$ cat src/rtl/data_memory_controller_if.sv
// Data-memory req/ack bus: the controller drives the request side as master, memory answers as slave.
interface data_memory_controller_if #(
    parameter int ADDR_WIDTH = 16,
    parameter int DATA_WIDTH = 8
);
    logic                  bus_req;
    logic                  bus_we;
    logic [ADDR_WIDTH-1:0] bus_addr;
    logic [DATA_WIDTH-1:0] bus_wdata;
    logic [DATA_WIDTH-1:0] bus_rdata;
    logic                  bus_ack;

    modport master (
        output bus_req, bus_we, bus_addr, bus_wdata,
        input  bus_rdata, bus_ack
    );

    modport slave (
        input  bus_req, bus_we, bus_addr, bus_wdata,
        output bus_rdata, bus_ack
    );
endinterface

$ cat src/rtl/data_memory_controller.sv
// MEM-stage load/store responder: request to bus_req in 1 cycle, done 1 cycle after ack or timeout.
// Pipeline is held via combinational stall until the COMPLETE cycle.
module data_memory_controller #(
    parameter int ADDR_WIDTH = 16,
    parameter int DATA_WIDTH = 8,
    parameter int TIMEOUT    = 16
) (
    input  logic                  clk,
    input  logic                  reset,
    input  logic                  mem_read,
    input  logic                  mem_write,
    input  logic [ADDR_WIDTH-1:0] address,
    input  logic [DATA_WIDTH-1:0] wdata,
    output logic [DATA_WIDTH-1:0] rdata,
    output logic                  stall,
    output logic                  done,
    output logic                  error,
    data_memory_controller_if.master bus
);
    typedef enum logic [1:0] {
        IDLE     = 2'd0,
        ACCESS   = 2'd1,
        COMPLETE = 2'd2
    } state_t;

    localparam logic [7:0] CNT_LAST = 8'(TIMEOUT - 1);

    state_t                state, state_nxt;
    logic [7:0]            cnt, cnt_nxt;
    logic                  req_nxt, we_nxt, done_nxt, error_nxt;
    logic [ADDR_WIDTH-1:0] addr_nxt;
    logic [DATA_WIDTH-1:0] wdata_nxt, rdata_nxt;

    always_ff @(posedge clk) begin
        if (reset) begin
            state         <= IDLE;
            cnt           <= '0;
            bus.bus_req   <= 1'b0;
            bus.bus_we    <= 1'b0;
            bus.bus_addr  <= '0;
            bus.bus_wdata <= '0;
            rdata         <= '0;
            done          <= 1'b0;
            error         <= 1'b0;
        end else begin
            state         <= state_nxt;
            cnt           <= cnt_nxt;
            bus.bus_req   <= req_nxt;
            bus.bus_we    <= we_nxt;
            bus.bus_addr  <= addr_nxt;
            bus.bus_wdata <= wdata_nxt;
            rdata         <= rdata_nxt;
            done          <= done_nxt;
            error         <= error_nxt;
        end
    end

    always_comb begin
        state_nxt = state;
        cnt_nxt   = cnt;
        req_nxt   = bus.bus_req;
        we_nxt    = bus.bus_we;
        addr_nxt  = bus.bus_addr;
        wdata_nxt = bus.bus_wdata;
        rdata_nxt = rdata;
        done_nxt  = 1'b0;
        error_nxt = 1'b0;
        case (state)
            IDLE: begin
                if (mem_read ^ mem_write) begin
                    addr_nxt  = address;
                    wdata_nxt = wdata;
                    we_nxt    = mem_write;
                    req_nxt   = 1'b1;
                    cnt_nxt   = '0;
                    state_nxt = ACCESS;
                end else if (mem_read && mem_write) begin
                    // Conflicting strobes: report the fault without touching the bus.
                    done_nxt  = 1'b1;
                    error_nxt = 1'b1;
                    state_nxt = COMPLETE;
                end
            end
            ACCESS: begin
                if (bus.bus_ack) begin
                    req_nxt   = 1'b0;
                    if (!bus.bus_we) rdata_nxt = bus.bus_rdata;
                    done_nxt  = 1'b1;
                    state_nxt = COMPLETE;
                end else if (cnt == CNT_LAST) begin
                    req_nxt   = 1'b0;
                    if (!bus.bus_we) rdata_nxt = '1;
                    done_nxt  = 1'b1;
                    error_nxt = 1'b1;
                    state_nxt = COMPLETE;
                end else begin
                    cnt_nxt = cnt + 8'd1;
                end
            end
            COMPLETE: state_nxt = IDLE;
            default:  state_nxt = IDLE;
        endcase
    end

    // A strobe still held in COMPLETE does not stall, so the pipeline advances past it.
    assign stall = !reset && (((state == IDLE) && (mem_read || mem_write)) || (state == ACCESS));
endmodule

$ cat src/flat_wrapper.sv
// flat-port wrapper written by rule: the top's interface ports become plain ports
module data_memory_controller_flat 
#(
    parameter int ADDR_WIDTH = 16,
    parameter int DATA_WIDTH = 8,
    parameter int TIMEOUT    = 16
)
  (clk, reset, mem_read, mem_write, address, wdata, rdata, stall, done, error, bus_bus_req, bus_bus_we, bus_bus_addr, bus_bus_wdata, bus_bus_rdata, bus_bus_ack);
  data_memory_controller_if #(.ADDR_WIDTH(ADDR_WIDTH), .DATA_WIDTH(DATA_WIDTH)) bus_i ();
  input  logic clk;
  input  logic reset;
  input  logic mem_read;
  input  logic mem_write;
  input  logic [ADDR_WIDTH-1:0] address;
  input  logic [DATA_WIDTH-1:0] wdata;
  output logic [DATA_WIDTH-1:0] rdata;
  output logic stall;
  output logic done;
  output logic error;
  output wire logic [$bits(bus_i.bus_req)-1:0] bus_bus_req;
  output wire logic [$bits(bus_i.bus_we)-1:0] bus_bus_we;
  output wire logic [$bits(bus_i.bus_addr)-1:0] bus_bus_addr;
  output wire logic [$bits(bus_i.bus_wdata)-1:0] bus_bus_wdata;
  input wire logic [$bits(bus_i.bus_rdata)-1:0] bus_bus_rdata;
  input wire logic [$bits(bus_i.bus_ack)-1:0] bus_bus_ack;
  assign bus_bus_req = bus_i.bus_req;
  assign bus_bus_we = bus_i.bus_we;
  assign bus_bus_addr = bus_i.bus_addr;
  assign bus_bus_wdata = bus_i.bus_wdata;
  assign bus_i.bus_rdata = bus_bus_rdata;
  assign bus_i.bus_ack = bus_bus_ack;
  data_memory_controller #(.ADDR_WIDTH(ADDR_WIDTH), .DATA_WIDTH(DATA_WIDTH), .TIMEOUT(TIMEOUT)) u_core (.clk(clk), .reset(reset), .mem_read(mem_read), .mem_write(mem_write), .address(address), .wdata(wdata), .rdata(rdata), .stall(stall), .done(done), .error(error), .bus(bus_i));
endmodule
$ cat config.mk
export PLATFORM = sky130hd
export DESIGN_NAME = data_memory_controller_flat
export DESIGN_NICKNAME = d
export VERILOG_FILES = /design/src/rtl/data_memory_controller_if.sv /design/src/rtl/data_memory_controller.sv /design/src/flat_wrapper.sv
export SDC_FILE = /design/constraint.sdc
export NUM_CORES = 1
export LEC_CHECK = 0
export ABC_AREA = 1
export CORE_AREA = 2 2 71 73
export CTS_CLUSTER_SIZE = 28
export DETAILED_ROUTE_END_ITERATION = 10
export DIE_AREA = 0 0 73 75
export PLACE_DENSITY = 0.88
export SLEW_MARGIN = 20
export SYNTH_ARGS = -nofsm -noshare
export SYNTH_HDL_FRONTEND = slang
export SYNTH_SLANG_ARGS = --single-unit
$ cat constraint.sdc
create_clock -name clk -period 1.6 [get_ports clk]
set_clock_uncertainty 0.15 [all_clocks]
set_input_delay 0.16 -clock clk [delete_from_list [all_inputs] [get_ports clk]]
set_output_delay 0.16 -clock clk [all_outputs]
set_load 0.005 [all_outputs]
==> flow_metrics.py <==
metrics = {
    "cts": {
        "cts_buffer_depth": 2,
        "clk_latency_ns": 0.29,
        "clkSinkCount": 46,
        "root_buffer": "clkbuf_8",
        "cts_max_level": 2,
        "clk_pin_slew_ns": 0.08,
        "cts_tree": "done",
        "cts-buffers-inserted": 5,
    },
    "cells_and_area": {
        "antenna_cells": 0,
        "seq_area_um2": 921,
        "drive_gt1_share_pct": 9.14,
        "multi_input_comb_area_um2": 927,
        "area_growth_pct": 51.3,
        "fin_nets": 402,
        "fillers": 402,
    },
    "pwr": {
        "pwr-share-clk_pct": 22.7,
        "switching_share_pct": 29.5,
        "power.switching_uw": 869,
        "p_comb_share_pct": 30.8,
        "seq_power_share_pct": 46.5,
        "ir_drop_mv": 0.735,
        "cellInternalPower_uw": 2080,
        "total_power_uw": 2950,
        "power_leakage_uw": 0.00125,
        "power_density_nw_per_um2": 985,
    },
    "global_route": {
        "first_global_vias": 1839,
        "grtUsageMet1_pct": 19.4,
        "gr-total-overflow": 0,
        "antenna_found_initial": 0,
        "met2_usage_pct": 32.0,
        "grt_first_pass_wirelength_um": 7720,
        "grt_start_max_net_pins": 39,
        "track_usage_pct": 17.9,
        "met3_usage_pct": 6.83,
        "grt.busiest_layer": "met2",
    },
    "placement": {
        "globalplace.congestion": 0.828,
        "hpwlAfterDp_um": 3440,
        "io_buffers": 73,
        "dp_slack_ns": -0.349,
    },
    "timing": {
        "slew_headroom_pct": 77.1,
        "setup_viol": 0,
        "whs_ns": 0.294,
        "post-route-min-period_ns": 1.56,
        "setup_slack_ns": 0.0433,
        "drv_slew": 0,
        "report.final.hold_viol_count": 0,
        "max_freq_ghz": 0.642,
        "period_share_pct": 97.3,
        "worst_pin_slew_ns": 0.344,
    },
    "worst_setup_path": {
        "timing.rr.start": "u_core.cnt[0]",
        "regToRegSetupSlack_ns": 0.09,
        "cp-start-kind": "input pin",
        "cp-end-kind": "primary output",
        "crit_type": "in -> out",
        "crit_end": "stall",
        "setup.worst_path.start": "mem_read",
        "cp.required_ns": 1.29,
        "path_max_fanout": 2,
        "crit_arrival_ns": 1.25,
        "reg2reg_depth": 6,
        "r2r-end": "u_core.cnt[3]",
    },
    "job": {
        "max-cap-violations": 0,
    },
    "synth": {
        "yosysUniqueCellTypes": 25,
        "ys_seq_elements": 46,
        "synthCells": 277,
        "syn_area_um2": 1980,
        "yosys_warnings": 0,
        "syn_area_per_cell_um2": 7.15,
        "synth_nets": 318,
        "seq_area_frac_synth_pct": 46.5,
    },
    "drt": {
        "drc": 0,
        "via_count": 2024,
        "drt-initial-drc-count": 56,
        "via_per_inst": 4.88,
        "wl_um": 4840,
        "ant_nets": 0,
        "wl_per_cell_um": 11.7,
        "first_pass_iters": 5,
    },
    "hold_path": {
        "min_path_type": "reg -> reg",
    },
    "die": {
        "start_util_pct": 42.5,
        "die_h_um": 75,
        "io_pins": 74,
        "rows": 25,
        "coreArea_um2": 4660,
        "die_x_um": 73,
        "die_area_um2": 5480,
    },
    "status": {
        "status": "finished, final reports clean",
    },
}
## state kept, by name, summed over array words and instances (netlist names)
name	cells
u_core.rdata	8
u_core.done	1
u_core.bus.bus_addr	16
u_core.bus.bus_we	1
u_core.error	1
u_core.bus.bus_wdata	8
u_core.cnt	8
u_core.bus.bus_req	1
u_core.state	2
## repair_timing
item,in CTS,in global routing
buffers inserted,0,1
resized for setup,4,10
hold buffers,0,0
endpoints found under the setup margin,12,39
hold endpoints to repair,0,0
pin swaps,2,1
## how the worst min path moves through the flow
stage                    start                endpoint  slack (ns)  depth (start not counted)
2_1_floorplan       address[0]  u_core.bus.bus_addr[0]        0.18                          2
5_1_grt        u_core.rdata[0]         u_core.rdata[0]        0.32                          2
4_1_cts        u_core.rdata[2]         u_core.rdata[2]        0.30                          2
3_3_place_gp   u_core.rdata[1]         u_core.rdata[1]        0.28                          2
3_5_place_dp   u_core.rdata[2]         u_core.rdata[2]        0.29                          2
6_report       u_core.rdata[2]         u_core.rdata[2]        0.29                          2
## Yosys cell counts
library cell | n | area share (%)
a21boi_0 | 1 | 0.38
a21oi_1 | 17 | 4.3
buf_1 | 1 | 0.19
buf_2 | 3 | 0.76
buf_4 | 1 | 0.38
buf_6 | 1 | 0.57
clkbuf_1 | 5 | 0.95
clkbuf_2 | 1 | 0.25
clkinv_1 | 1 | 0.19
dfxtp_1 | 46 | 47
ha_1 | 4 | 2.5
inv_1 | 30 | 5.7
inv_2 | 1 | 0.19
nand2_1 | 42 | 8.0
nand2_2 | 1 | 0.32
nand2_4 | 1 | 0.57
nand3_1 | 13 | 3.3
nand3_2 | 1 | 0.51
nand3b_1 | 1 | 0.38
nand4_1 | 8 | 2.5
nor2_1 | 66 | 13
nor3_1 | 2 | 0.51
o21ai_0 | 26 | 6.6
o21ai_4 | 1 | 0.82
o21bai_1 | 3 | 1.1
## metrics by stage
step | setup TNS (ns) | cell area (µm²) | util [%] | std cells
floorplan | 0 | 1980 | - | 277
global placement | -7.68 | 2840 | 61.0 | 407
detailed placement | -8.26 | 2840 | 61.0 | 407
CTS | 0 | 2930 | 62.9 | 414
global route | -0.0186 | 2990 | 64.2 | 415
finish | 0 | 2990 | 64.2 | 415
## placed cells by master, fill, tap and decap left out, drive strengths merged
master and instances:
a21boi 1, a21oi 17, buf 16, clkbuf 6, clkdlybuf4s15 1, clkdlybuf4s50 72
clkinv 1, clkinvlp 1, dfxtp 46, ha 4, inv 31, nand2 44
nand3 14, nand3b 1, nand4 8, nor2 66, nor3 2, o21ai 27
o21bai 3
## worst max-delay path: stages
cell and delay (ns):
clkdlybuf4s50_1 0.49, inv_1 0.08, ha_4 0.16, a21oi_4 0.14, clkdlybuf4s15_1 0.22
## cell families (layout without fill, tap and decap cells)
group / Yosys count / after routing / synth area share, %
AO/OA/AOI/OAI: 48 / 48 / 13.2
adder cells (fa/ha/maj): 4 / 4 / 2.53
buffers and inverters: 44 / 128 / 9.16
flip-flops: 46 / 46 / 46.5
AND/OR/NAND/NOR: 135 / 135 / 28.6
## power groups by stage
stage	Combinational [µW]	Clock, µW	Sequential [µW]
2_1_floorplan	395	0	1410
3_3_place_gp	855	0	1390
3_5_place_dp	877	0	1400
4_1_cts	886	691	1370
5_1_grt	1010	737	1390
6_report	909	669	1370
## layout make-up
class	instances	area share [%]
multi-input combinational	187	31.0
sequential	46	30.8
timing repair buffer	89	29.3
inverter	32	4.10
clock buffer	6	2.42
tap	54	2.26
clock inverter	1	0.251
## layer usage
| layer | vias to the layer above | routed length [µm] | part of all wire [%] |
|---|---|---|---|
| li1 | 1044 | - | - |
| met1 | 895 | 2010 | 41 |
| met2 | 75 | 2370 | 49 |
| met3 | 10 | 398 | 8.2 |
| met4 | 0 | 64 | 1.3 |
| met5 | - | 0 | 0 |
Power figures use the tool's default switching activity.
